===== config.mk =====
export PLATFORM = sky130hd
export DESIGN_NAME = alu_share_arbiter
export DESIGN_NICKNAME = d
export VERILOG_FILES = /design/src/rtl/alu_share_arbiter.sv
export SDC_FILE = /design/constraint.sdc
export NUM_CORES = 1
export LEC_CHECK = 0
export ABC_AREA = 1
export BUFFER_PORTS_ARGS = -buffer_cell sky130_fd_sc_hd__buf_2
export CAP_MARGIN = 15
export CORE_MARGIN = 1.5
export CORE_UTILIZATION = 44
export CTS_CLUSTER_SIZE = 10
export DETAILED_ROUTE_END_ITERATION = 7
export GPL_TIMING_DRIVEN = 0
export PLACE_DENSITY = 0.78
export SYNTH_ARGS = -nofsm -noshare
export SYNTH_HDL_FRONTEND = slang
export SYNTH_SLANG_ARGS = --single-unit

===== constraint.sdc =====
create_clock -name clk -period 1.35 [get_ports clk]
set_input_delay 0.135 -clock clk [delete_from_list [all_inputs] [get_ports clk]]
set_output_delay 0.135 -clock clk [all_outputs]
set_load 0.03 [all_outputs]

===== src/rtl/alu_share_arbiter.sv =====
// Two-requester round-robin front end for the shared 6-bit ALU.
// Registers the granted command, captures the ALU result one cycle later and returns it tagged.
module alu_share_arbiter (
    input  logic       clk,
    input  logic       rst_n,
    input  logic       req0_valid,
    output logic       req0_ready,
    input  logic [5:0] req0_a,
    input  logic [5:0] req0_b,
    input  logic       req0_op,
    input  logic       req1_valid,
    output logic       req1_ready,
    input  logic [5:0] req1_a,
    input  logic [5:0] req1_b,
    input  logic       req1_op,
    output logic [5:0] alu_a,
    output logic [5:0] alu_b,
    output logic       alu_op,
    input  logic [5:0] alu_r,
    input  logic       alu_cf,
    input  logic       alu_sf,
    input  logic       alu_zf,
    output logic       rsp_valid,
    input  logic       rsp_ready,
    output logic       rsp_id,
    output logic [5:0] rsp_r,
    output logic       rsp_cf,
    output logic       rsp_sf,
    output logic       rsp_zf
);

    typedef enum logic [1:0] {
        StIdle,
        StExec,
        StResp
    } state_t;

    state_t     state_q;
    state_t     state_d;
    logic       last_grant_q;
    logic       grant0;
    logic       grant1;
    logic       accept;

    logic [5:0] alu_a_q;
    logic [5:0] alu_b_q;
    logic       alu_op_q;
    logic       rsp_id_q;
    logic [5:0] rsp_r_q;
    logic       rsp_cf_q;
    logic       rsp_sf_q;
    logic       rsp_zf_q;

    // Under contention the requester that did not win last time is served.
    always_comb begin
        grant0 = req0_valid && (!req1_valid || last_grant_q);
        grant1 = req1_valid && (!req0_valid || !last_grant_q);
    end

    always_comb begin
        state_d    = state_q;
        accept     = 1'b0;
        req0_ready = 1'b0;
        req1_ready = 1'b0;
        unique case (state_q)
            StIdle: begin
                if (rst_n && (grant0 || grant1)) begin
                    accept     = 1'b1;
                    req0_ready = grant0;
                    req1_ready = grant1;
                    state_d    = StExec;
                end
            end
            StExec: begin
                state_d = StResp;
            end
            StResp: begin
                if (rsp_ready) begin
                    state_d = StIdle;
                end
            end
            default: begin
                state_d = StIdle;
            end
        endcase
    end

    always_ff @(posedge clk) begin
        if (!rst_n) begin
            state_q      <= StIdle;
            last_grant_q <= 1'b1;
            alu_a_q      <= 6'd0;
            alu_b_q      <= 6'd0;
            alu_op_q     <= 1'b0;
            rsp_id_q     <= 1'b0;
            rsp_r_q      <= 6'd0;
            rsp_cf_q     <= 1'b0;
            rsp_sf_q     <= 1'b0;
            rsp_zf_q     <= 1'b0;
        end else begin
            state_q <= state_d;
            if (accept) begin
                last_grant_q <= grant1;
                rsp_id_q     <= grant1;
                alu_a_q      <= grant1 ? req1_a : req0_a;
                alu_b_q      <= grant1 ? req1_b : req0_b;
                alu_op_q     <= grant1 ? req1_op : req0_op;
            end
            // ALU inputs have been stable for a full cycle by the end of EXEC.
            if (state_q == StExec) begin
                rsp_r_q  <= alu_r;
                rsp_cf_q <= alu_cf;
                rsp_sf_q <= alu_sf;
                rsp_zf_q <= alu_zf;
            end
        end
    end

    assign alu_a     = alu_a_q;
    assign alu_b     = alu_b_q;
    assign alu_op    = alu_op_q;
    assign rsp_valid = (state_q == StResp);
    assign rsp_id    = rsp_id_q;
    assign rsp_r     = rsp_r_q;
    assign rsp_cf    = rsp_cf_q;
    assign rsp_sf    = rsp_sf_q;
    assign rsp_zf    = rsp_zf_q;

endmodule

# Yosys cells after proc, flatten, opt, wreduce, memory -nomap -nowiden
# Index checks and enable logic that the tools add are counted.
[totals] ff_bits=26 inputBits=40 out_inout_bits=26 word_cells=37
[classes] eq_ne=4 n_mux=12 reduce_logical=11
[ops] cell="$mux W6" count=2
[ops] cell="$mux W1" count=7
[ops] cell="$pmux W2 S3" count=1
[ops] cell="$mux W2" count=2
[ops] cell="$logic_and A1 B1 Y1" count=3
[ops] cell="$logic_not A1 Y1" count=3
[ops] cell="$logic_or A1 B1 Y1" count=3
[ops] cell="$eq A2 B1 Y1 const B" count=1
[ops] cell="$eq A2 B2 Y1 const B" count=1
[ops] cell="$logic_not A2 Y1" count=1
[ops] cell="$ne A2 B1 Y1 const B" count=1
[ops] cell="$ne A2 B2 Y1 const B" count=1
[ops] cell="$reduce_and A2 Y1" count=1

# Logic depth before layout (Yosys ltp)
[logic_depth] word_depth=7 depth_mapped=7 depth_no_buf=6

# Least setup slack after synthesis
# OpenSTA, ideal clock, no wires.
[synth_path] path_kind="register to output" start="register last_grant_q" end="output port req0_ready" arrival_ns=1.347 required_time_ns=1.215 path_slack_ns=-0.132 stages_incl_launch_ff=3 path_buffers=0 path_cell_list="dfxtp_1 -> o21ai_0 -> nor4_1"
[synth_via] elab_chain_len=7 word_cells_on_any_way=9 cone_classes="2 x mux; 7 x reduce/logical"
[synth_lines] item="from (decl)" line="40" source="logic last_grant_q;"
[synth_lines] item="from (signal assigned)" line="103" source="last_grant_q <= grant1;"
[synth_lines] item="$logic_not A1 Y1" line="57" source="grant1 = req1_valid && (!req0_valid || !last_grant_q);"
[synth_lines] item="$logic_or A1 B1 Y1" line="57"
[synth_lines] item="$logic_and A1 B1 Y1" line="57"
[synth_lines] item="$logic_or A1 B1 Y1" line="67" source="if (rst_n && (grant0 || grant1)) begin"
[synth_lines] item="$logic_and A1 B1 Y1" line="67"
[synth_lines] item="$mux W1 (*)" line="67"
[synth_lines] item="$mux W1 (*)" line="65" source="unique case (state_q)"
[synth_lines] item="to (decl)" line="7" source="output logic req0_ready,"
# Mark *: on every way between the ends. The rest lies on a longest branch, timed or not.

# Worst setup path after layout
[layout_path] start="register state_q[0]" end="output port req0_ready"
[layout_via] elab_chain_len=2
[layout_lines] item="from (decl)" line="38" source="state_t state_q;"
[layout_lines] item="from (signal assigned)" line="90" source="state_q <= StIdle;"
[layout_lines] item="from (signal assigned)" line="101" source="state_q <= state_d;"
[layout_lines] item="$logic_not A2 Y1" line="65"
[layout_lines] item="$mux W1" line="65"
# No other way between the ends.

==> out/metrics.yaml <==
outcome:
  status: "finished, final reports clean"
power_and_ir_drop:
  p_leak_nw: 0.971
  power_density_mw_per_mm2: 1060
  ir_drop_mv: 0.668
placement:
  hpwlAfterDp_mm: 2.28
  place_congestion: 0.774
  numPortBuffers: 65
  dpl_cell_area_mm2: 0.00164
routing:
  drc: 0
  drt-vias-per-instance: 4.70
  wl_mm: 3.06
  initialDrtViolationCount: 68
  num_vias: 1423
  drt_first_pass_iters: 4
  wire_per_inst_um: 10.1
  drtAntennaViolNets: 0
clock_network:
  cts-root-buf: "clkbuf_4"
  cts_tree: "yes"
  cts.sinks: 26
  cts_buffer_depth: 2
  clk_latency_ns: 0.32
  h-tree-depth: 1
  cts_buffers: 3
  clk_pin_slew_ns: 0.14
timing:
  worstMarginPinSlew_ns: 0.439
  max_freq_mhz: 777
  setup_tns_ns: 0
  hold_viol: 0
  slew_violations: 0
  skew_ns: 0.00548
  post-route-period-util_pct: 95.4
  setup_violations: 0
  slew_headroom_pct: 70.7
  period_minus_slack_ns: 1.29
  rsz0062_at_grt: "true"
final_layout:
  finish.instance_area_mm2: 0.00172
  drive_gt1_share_pct: 31.6
  n_antenna_cell: 0
  nNetsFinal: 314
  nFillCells: 295
  area_growth_pct: 35.3
worst_setup_path:
  crit_type: "flop to primary output"
  startpoint_type: "flop"
  cp-end-kind: "primary output"
  worstPathMaxFanout: 4
  arrival_ns: 1.15
  critPathRequiredTime_ns: 1.22
logic_synthesis:
  async_flop_share_pct: 0
  synth_fp_nets: 243
  ys_types: 17
  synth_ff_type: "dfxtp_1"
  synthTopCellsByCount: "nor2_1 (59), inv_1 (31), nand2_1 (31)"
  post-synth-top-count-cell: "nor2_1"
  synth_edf_count: 0
  synth_top_area_cell: "dfxtp_1"
  synth-seq-cells: 26
  yosysTopAreaCellShare_pct: 40.9
  syn_inst: 203
  postSynthAreaPerCell_um2: 6.26
  yosys_warnings: 0
  synth_area_leaders: "dfxtp_1 (41%), nor2_1 (17%), nand3_1 (11%), inv_1 (9.2%), nand2_1 (9.2%)"
  syn_area_mm2: 0.00127
  ys_seq_area_share_pct: 40.9
die:
  core_mm2: 0.00276
  die_area_mm2: 0.00322
  start_util_pct: 46.1
  num_rows: 19
  io_pins: 66
  die_w_um: 56.8
  fp.dieH_um: 56.8
grt:
  grt_use_met1_pct: 25.0
  grt_max_degree: 14
  gr-usage-met3_pct: 5.30
  grtUsageTotal_pct: 19.2
  grt_remaining_overflow: 0
  grt.busiest_layer: "met2"
  grt_pass1_wl_mm: 5.07
  antenna_found_initial: 0
  grt_pass1_vias: 1235
  use_met2_pct: 31.2
hold_path:
  hp-class: "primary input to flop"
run:
  maxCapViolations: 0
registers in the layout, summed over array words and instances, names as in the netlist:
| register | count |
|---|---|
| alu_op | 1 |
| alu_a | 6 |
| rsp_cf | 1 |
| state_q | 2 |
| alu_b | 6 |
| rsp_id | 1 |
| last_grant_q | 1 |
| rsp_r | 6 |
| rsp_sf | 1 |
| rsp_zf | 1 |
power breakdown:
group	internal, mW	switching, mW
logic	0.216	0.390
registers	0.843	0.0435
clock network	0.104	0.219
total	1.16	0.653
cells by family (layout without fill, tap and decap cells):
logic type             Yosys count  in the layout  synth area share [%]
and+or+nand+nor                122            122                  40.4
buffers and inverters           42            111                  13.3
DFF                             26             26                  40.9
AOI/OAI and AO/OA               13             13                  5.41
metal layers:
layer | vias up | routed length [um] | part of all wire (%)
li1 | 756 | - | -
met4 | 0 | 30 | 0.98
met1 | 605 | 1370 | 45
met5 | - | 0 | 0
met3 | 4 | 264 | 8.6
met2 | 58 | 1400 | 46
through the flow:
stage                     power, mW  setup WS [ns]  hold slack (ns)  util (%)  instances
after floorplan                1.30          0.205            0.271         -        203
after global placement         1.47          0.111            0.389      59.5        299
after detailed placement       1.48         0.0974            0.393      59.5        299
after CTS                      1.82         0.0164           0.0541      61.6        304
after global routing           1.93       -0.00785           0.0752      62.4        303
final                          1.82         0.0626           0.0640      62.4        303
cell usage in the layout, fill, tap and decap left out, drive strengths merged:
cell type  instances
a21oi              3
buf               71
clkbuf             7
clkinv             1
dfxtp             26
inv               32
nand2             32
nand3             28
nor2              61
nor4               1
o21ai             10
repair_timing:
action | 4_1_cts | 5_1_grt
pin swaps | 2 | 0
endpoints found under the setup margin | 2 | 11
hold buffers | 0 | 0
buffers inserted | 2 | 0
resized for setup | 5 | 11
worst max-delay path, stage by stage (launching register included):
cell and delay [ns]:
dfxtp_4 0.39, nor4_4 0.25, buf_4 0.20
final timing paths:
kind                endpoint        from  slack [ns]  cells past startpoint
setup / recovery  req0_ready  state_q[0]        0.06                      2
hold / removal      rsp_r[4]    alu_r[4]        0.06                      3
setup reg to reg      alu_op  state_q[1]        0.15                      6
hold reg to reg       rsp_id      rsp_id        0.47                      2
cell type report:
cell class / count / area [um^2] / area share, %
buffer: 8 / 42.5 / 2.47
multi-input combinational: 135 / 614 / 35.7
tap: 31 / 38.8 / 2.25
inverter: 33 / 124 / 7.20
timing repair buffer: 67 / 349 / 20.3
clock buffer: 3 / 22.5 / 1.31
sequential: 26 / 529 / 30.8
(Power assumes the default switching activity.)
